$ cat config.mk
export PLATFORM = sky130hd
export DESIGN_NAME = mux16_rr_arbiter
export DESIGN_NICKNAME = d
export VERILOG_FILES = /design/src/rtl/mux16_rr_arbiter.sv
export SDC_FILE = /design/constraint.sdc
export NUM_CORES = 1
export LEC_CHECK = 0
export CELL_PAD_IN_SITES_DETAIL_PLACEMENT = 0
export CELL_PAD_IN_SITES_GLOBAL_PLACEMENT = 1
export CORE_MARGIN = 3
export CORE_UTILIZATION = 35
export DETAILED_ROUTE_END_ITERATION = 10
export DONT_BUFFER_PORTS = 1
export MAX_ROUTING_LAYER = met4
export PLACE_DENSITY = 0.71
export SKIP_CTS_REPAIR_TIMING = 1
export SYNTH_ARGS = -nofsm -noshare
export SYNTH_HDL_FRONTEND = slang
export SYNTH_SLANG_ARGS = --single-unit
$ cat constraint.sdc
create_clock -name clk -period 6.52 [get_ports clk]
set_input_delay 0.978 -clock clk [delete_from_list [all_inputs] [get_ports clk]]
set_output_delay 0.978 -clock clk [all_outputs]
set_load 0.01 [all_outputs]
$ cat src/rtl/mux16_rr_arbiter.sv
// mux16_rr_arbiter: round-robin arbiter that shares a 16:1 mux between 16 requesters.
//
// Ports:
//   clk   - clock, all state updates on the rising edge
//   rst   - synchronous reset, active-high
//   ena   - arbitration enable; low blocks new grants but never revokes a current one
//   req   - request vector, req[i] high = requester i wants the mux
//   gnt   - registered one-hot grant, zero when idle
//   sel   - registered binary index of the grantee, drives the mux select
//   valid - high while a grant is active (equals |gnt)
//
// MAX_HOLD bounds consecutive grant cycles while others wait (0 = unlimited).
// CW is the hold-counter width and must satisfy MAX_HOLD < 2**CW.

module mux16_rr_arbiter #(
    parameter int unsigned MAX_HOLD = 8,
    parameter int unsigned CW       = 4
) (
    input  logic        clk,
    input  logic        rst,
    input  logic        ena,
    input  logic [15:0] req,
    output logic [15:0] gnt,
    output logic [3:0]  sel,
    output logic        valid
);

    localparam logic [CW-1:0] HoldLim = CW'(MAX_HOLD);

    typedef enum logic [0:0] {StIdle, StBusy} st_e;

    st_e            st_q, st_d;
    logic [3:0]     ptr_q, ptr_d;
    logic [CW-1:0]  cnt_q, cnt_d;
    logic [15:0]    gnt_q, gnt_d;
    logic [3:0]     sel_q, sel_d;
    logic           valid_q, valid_d;

    logic           release_now;
    logic           timeout;
    logic [3:0]     next_ptr;
    logic [3:0]     win;

    // First set bit of mask scanning base, base+1, ... with 4-bit wraparound.
    function automatic logic [3:0] pick(input logic [15:0] mask, input logic [3:0] base);
        logic [3:0] idx;
        logic       found;
        pick  = '0;
        found = 1'b0;
        for (int i = 0; i < 16; i++) begin
            idx = base + 4'(i);
            if (!found && mask[idx]) begin
                pick  = idx;
                found = 1'b1;
            end
        end
    endfunction

    always_comb begin
        st_d    = st_q;
        ptr_d   = ptr_q;
        cnt_d   = cnt_q;
        gnt_d   = gnt_q;
        sel_d   = sel_q;
        valid_d = valid_q;

        // sel_q is the current grantee whenever st_q is StBusy.
        timeout     = (MAX_HOLD != 0) && (cnt_q == HoldLim) && req[sel_q];
        release_now = !req[sel_q] || timeout;
        next_ptr    = sel_q + 4'd1;
        // On release the scan starts just past the old grantee in the same edge.
        win         = pick(req, (st_q == StBusy) ? next_ptr : ptr_q);

        unique case (st_q)
            StIdle: begin
                gnt_d   = '0;
                valid_d = 1'b0;
                if (ena && (req != '0)) begin
                    st_d    = StBusy;
                    sel_d   = win;
                    gnt_d   = 16'd1 << win;
                    valid_d = 1'b1;
                    cnt_d   = CW'(1);
                end
            end
            StBusy: begin
                if (release_now) begin
                    ptr_d = next_ptr;
                    if (ena && (req != '0)) begin
                        sel_d = win;
                        gnt_d = 16'd1 << win;
                        cnt_d = CW'(1);
                    end else begin
                        st_d    = StIdle;
                        gnt_d   = '0;
                        valid_d = 1'b0;
                    end
                end else if (cnt_q != '1) begin
                    cnt_d = cnt_q + CW'(1);
                end
            end
        endcase
    end

    always_ff @(posedge clk) begin
        if (rst) begin
            st_q    <= StIdle;
            ptr_q   <= '0;
            cnt_q   <= '0;
            gnt_q   <= '0;
            sel_q   <= '0;
            valid_q <= 1'b0;
        end else begin
            st_q    <= st_d;
            ptr_q   <= ptr_d;
            cnt_q   <= cnt_d;
            gnt_q   <= gnt_d;
            sel_q   <= sel_d;
            valid_q <= valid_d;
        end
    end

    assign gnt   = gnt_q;
    assign sel   = sel_q;
    assign valid = valid_q;

endmodule

## After elaboration in Yosys (flattened, before gate mapping)

Index checks and enable logic that the tools add are counted.

- Register bits after elaboration: 30
- Bits of input ports: 19
- Output and inout port bits: 21
- Word-level logic and storage cells: 166

- Add/sub/neg operators: 17
- $lt $le $gt $ge: 17
- Equal/unequal tests: 5
- Shift operators: 1
- Multiplexer cells: 82
- Bitwise logic cells: 1
- Reductions and logical operators: 37

Operators with widths:

| cell | number |
|---|---|
| $mux W4 | 22 |
| $lt A4 B5 Y1 const B | 17 |
| $bmux W1 S4 | 17 |
| $mux W1 | 36 |
| $add A4 B4 Y4 const B | 8 |
| $mux W16 | 2 |
| $pmux W16 S2 | 1 |
| $logic_and A1 B1 Y1 | 17 |
| $add A4 B3 Y4 const B | 4 |
| $logic_not A1 Y1 | 16 |
| $pmux W4 S2 | 2 |
| $reduce_bool A16 Y1 | 1 |
| $shl A1 B4 Y16 const A | 1 |
| $add A4 B1 Y4 const B | 3 |
| $add A4 B2 Y4 const B | 2 |
| $eq A4 B4 Y1 const B | 1 |
| $ne A4 B4 Y1 const B | 1 |
| $pmux W1 S2 | 2 |
| $reduce_and A2 Y1 | 2 |
| $ne A3 B1 Y1 const B | 1 |
| $ne A2 B1 Y1 const B | 1 |
| $ne A2 B2 Y1 const B | 1 |
| $logic_or A1 B1 Y1 | 1 |
| $not A1 Y1 | 1 |

## Depth between registers and ports, before layout

- Word-level depth: 54
- Depth in mapped cells: 23
- Depth with buffers taken out: 16

## Least setup slack after synthesis

Ideal clock, no wire load.

- Path kind: reg2reg
- From: register sel_q[1], in the netlist sel[1]
- To: register gnt_q[1], in the netlist gnt[1]
- Setup time: 85 ps
- Data arrival time: 5004 ps
- Required time: 6435 ps
- Setup slack: 1431 ps
- Cell stages (with the launch flop): 19
- Buffers on the path: 3
- Period minus slack after synthesis: 5089 ps
- Path through: dfxtp_1 -> ha_1 -> mux2i_1 -> clkbuf_1 -> inv_1 -> ha_1 -> clkbuf_1 -> mux2i_1 -> mux2i_1 -> mux2_1 -> mux2i_1 -> and3_1 -> buf_4 -> nand4_4 -> nand2b_4 -> o211a_1 -> o32ai_4 -> or3b_1 -> o31ai_2

- Longest elaborated chain between the ends: 54

Ends and longest elaborated chain:

| what | line | source |
|---|---|---|
| start: declaration | 36 | `logic [3:0] sel_q, sel_d;` |
| start signal: assignment | 118 | `sel_q <= sel_d;` |
| $add A4 B1 Y4 (*) | 70 | `next_ptr = sel_q + 4'd1;` |
| named net next_ptr[1] | 41 | `logic [3:0] next_ptr;` |
| $mux W4 (*) | 72 | `win = pick(req, (st_q == StBusy) ? next_ptr : ptr_q);` |
| parallel branches: the longest is 47 deep, another holds $add A4 B1 Y4 | - |  |
| $mux W4 (*) | 52 | `if (!found && mask[idx]) begin` |
| $shl A1 B4 Y16 (*) | 81, 91 |  |
| $mux W16 (*) | 78, 89 |  |
| $mux W16 | 87 | `if (release_now) begin` |
| $pmux W16 S2 (*) | 74 | `unique case (st_q)` |
| end signal: assignment | 117 | `gnt_q <= gnt_d;` |
| end: declaration | 35 | `logic [15:0] gnt_q, gnt_d;` |

Mark *: on every way through the listed nets, which the timed path passes. The select of a mux whose other input is x is not followed.
A chain may end at the register's enable or synchronous reset.

## Worst setup path after layout

- From: register st_q
- To: register gnt_q[14], in the netlist gnt[14]

- Longest elaborated chain between the ends: 53

Ends and longest elaborated chain:

| what | line | source |
|---|---|---|
| start: declaration | 32 | `st_e st_q, st_d;` |
| start signal: assignment | 107 | `st_q <= StIdle;` |
| start signal: assignment | 114 | `st_q <= st_d;` |
| parallel branches: the longest is 53 deep, another holds $add A4 B1 Y4 | - |  |

Parallel ways; which one is timed is not known. The select of a mux whose other input is x is not followed.

==> results.json <==
{
  "worst_slew_pin_slew_ns": 0.858,
  "drtPass1Iterations": 5,
  "final_cell_mix": "nand2_1, nor2_1, mux2i_1",
  "antenna_found_initial": 0,
  "drc": 0,
  "final_max_slew_viol_count": 0,
  "synth-async-reset-ratio": 0,
  "ys_seq_area_frac": 0.148,
  "num-nets-final": 517,
  "total_power_mw": 2.65,
  "via_per_inst": 6.65,
  "p_leak_nw": 1.57,
  "cp_common_cell": "mux2i_1",
  "synthesis.area_um2": 4050,
  "crit_slowest_cell": "a2111oi_0",
  "post_dp_cell_area_um2": 4140,
  "drv_cap": 0,
  "fin_worst_skew_ns": 0.00403,
  "final_cell_area_um2": 4310,
  "layout_setup_ws_ns": 0.630,
  "core_area_um2": 11100,
  "yosys_register_bits": 30,
  "ios": 40,
  "worstSkewPairLatency_ns": 0.27,
  "wire_per_inst_um": 22.3,
  "critical-path-top-delay-family": "simple AND/OR/NAND/NOR gates",
  "final_common_cell": "nand2_1",
  "cts_htree_levels": 2,
  "overflow": 0,
  "grt_max_degree": 32,
  "cts_buffers": 5,
  "place_ws_ns": 0.720,
  "p_comb_frac": 0.794,
  "yosys.area.top_type": "dfxtp_1",
  "area_growth_pct": 6.46,
  "num_rows": 38,
  "drtIter0Drc": 431,
  "cts_max_path_buffers": 2,
  "fill_cells": 1152,
  "tns_ns": 0,
  "slew-limit-headroom": 0.412,
  "routed_wl_mm": 14.0,
  "setup_viol": 0,
  "yosys-top-cells-area": "dfxtp_1, mux4_2, mux2i_1",
  "switching_share": 0.566,
  "gp_congestion": 0.968,
  "die_h_um": 114,
  "start_util": 0.365,
  "slowest_delay_ns": 0.68,
  "synthCells": 500,
  "clock.fmax_ghz": 0.170,
  "worstPathArrival_ns": 6.05,
  "portBuffers": 0,
  "finalHoldViolCount": 0,
  "dieWidth_um": 114,
  "grt_pass1_vias": 3987,
  "pwr-share-seq": 0.106,
  "critical_path.endpoint_type": "flop",
  "vdd_drop_max_mv": 0.268,
  "hpwl_mm": 10.7,
  "ctsRootBufferMaster": "clkbuf_16",
  "clockPowerShare": 0.100,
  "cp.required_ns": 6.68,
  "grt_pass1_wl_mm": 22.6,
  "cts_tree": "built",
  "diodes": 0,
  "place_inst": 622,
  "clk_pin_slew_ns": 0.05,
  "ant_nets": 0,
  "yosysTopAreaCellShare": 0.148,
  "regArea_um2": 601,
  "yosys_warnings": 0,
  "worst_setup_path_start_kind": "flop",
  "outcome": "finished, final reports clean",
  "power_density_nw_per_um2": 615,
  "critPathKind": "flop to flop",
  "path_cells": "or2_1, nand2_8, inv_4, ha_1, mux2i_1, mux2i_1, mux2_1, mux2i_1, and3_1, nand4_4, nor4_1, and3b_1, a2111oi_0, or3_1, o21ai_1",
  "num_vias": 4184,
  "synth_fp_nets": 528,
  "path_buf_inv": 1,
  "avgSynthCellArea_um2": 8.10,
  "clock-sinks": 30,
  "internal_power_mw": 1.15,
  "multi_input_area_um2": 3260,
  "fin_crit_ns": 5.89,
  "fin_cells": 629,
  "whs_ns": 0.493,
  "switchingPower_mw": 1.50,
  "utilization": 0.389,
  "fin_crit_sh": 0.903,
  "rsz0062_at_grt": "no",
  "drive_gt1_frac": 0.123,
  "die-area_um2": 12900,
  "hp-class": "flop to flop",
  "synth_edf_count": 0,
  "yosysUniqueCellTypes": 84,
  "synth_top_flop_cell": "dfxtp_1",
  "crit_fanout": 31,
  "grt_usage": 0.227
}
flip-flops by register name (all words and copies together) (netlist names):
name and count:
cnt_q 4, ptr_q 4, valid 1, sel 4, gnt 16, st_q 1
synth_stat cells, types with 3 or more instances:
library cell and instances:
o31ai_1 8, mux2_1 11, nand3_1 21, nand2_1 52, nor2_1 37, nor3_1 8
o21a_1 4, a211oi_1 18, a21o_1 3, buf_4 3, o211ai_1 11, clkbuf_1 12
o22ai_1 5, ha_1 9, a31oi_1 6, mux2_2 8, dfxtp_1 30, nor4_1 9
inv_1 11, o21ai_0 23, nor2b_1 3, a21oi_1 26, or3_1 6, xor2_1 4
xnor2_1 7, o21ai_1 10, buf_6 3, mux2i_1 32, a2111oi_0 4, a221oi_1 4
buf_2 6, and2_1 8, mux4_2 16, and3_1 16, a2bb2oi_1 3
worst reg2reg max path: cells and delay by family, from the launching register on:
family,cells,cell delay (ns)
adders and majority gates,1,0.50
and+or+nand+nor,7,2.14
buffers and inverters,1,0.37
DFF,1,0.66
muxes,4,1.35
AOI/OAI and AO/OA,2,0.77
power by group through the flow:
stage	clock [mW]	combinational [mW]	sequential, mW
after floorplan	0	1.56	0.257
after global placement	0	2.04	0.284
after detailed placement	0	2.03	0.286
after CTS	0.270	2.05	0.282
after global routing	0.285	2.26	0.288
final	0.265	2.10	0.281
per-layer routing:
layer,track usage,up-vias,share of wire
li1,-,1920,-
met1,0.306,1965,0.43
met2,0.338,255,0.43
met3,0.0477,44,0.097
met4,0.0745,0,0.039
met5,-,-,0
final timing paths:
| kind | startpoint | end | slack, ns | cells after the start |
|---|---|---|---|---|
| worst max-delay path | st_q | gnt[14] | 0.63 | 15 |
| worst min-delay path | gnt[13] | gnt[13] | 0.49 | 2 |
| worst max register to register | st_q | gnt[14] | 0.63 | 15 |
| worst min register to register | gnt[13] | gnt[13] | 0.49 | 2 |
area by class of cell:
type	instances	area share
Clock buffer	6	0.0322
Clock inverter	1	0.00697
Inverter	14	0.0128
Multi-Input combinational cell	431	0.756
Sequential cell	30	0.139
Tap cell	140	0.0406
Timing Repair Buffer	7	0.0122
cell families after synthesis:
group	synth area share
multiplexers	0.236
buffers and inverters	0.0470
AND/OR/NAND/NOR	0.237
AO/OA/AOI/OAI	0.277
flip-flops	0.148
XOR/XNOR	0.0278
adder cells (fa/ha/maj)	0.0278
Power figures use the tool's default switching activity.
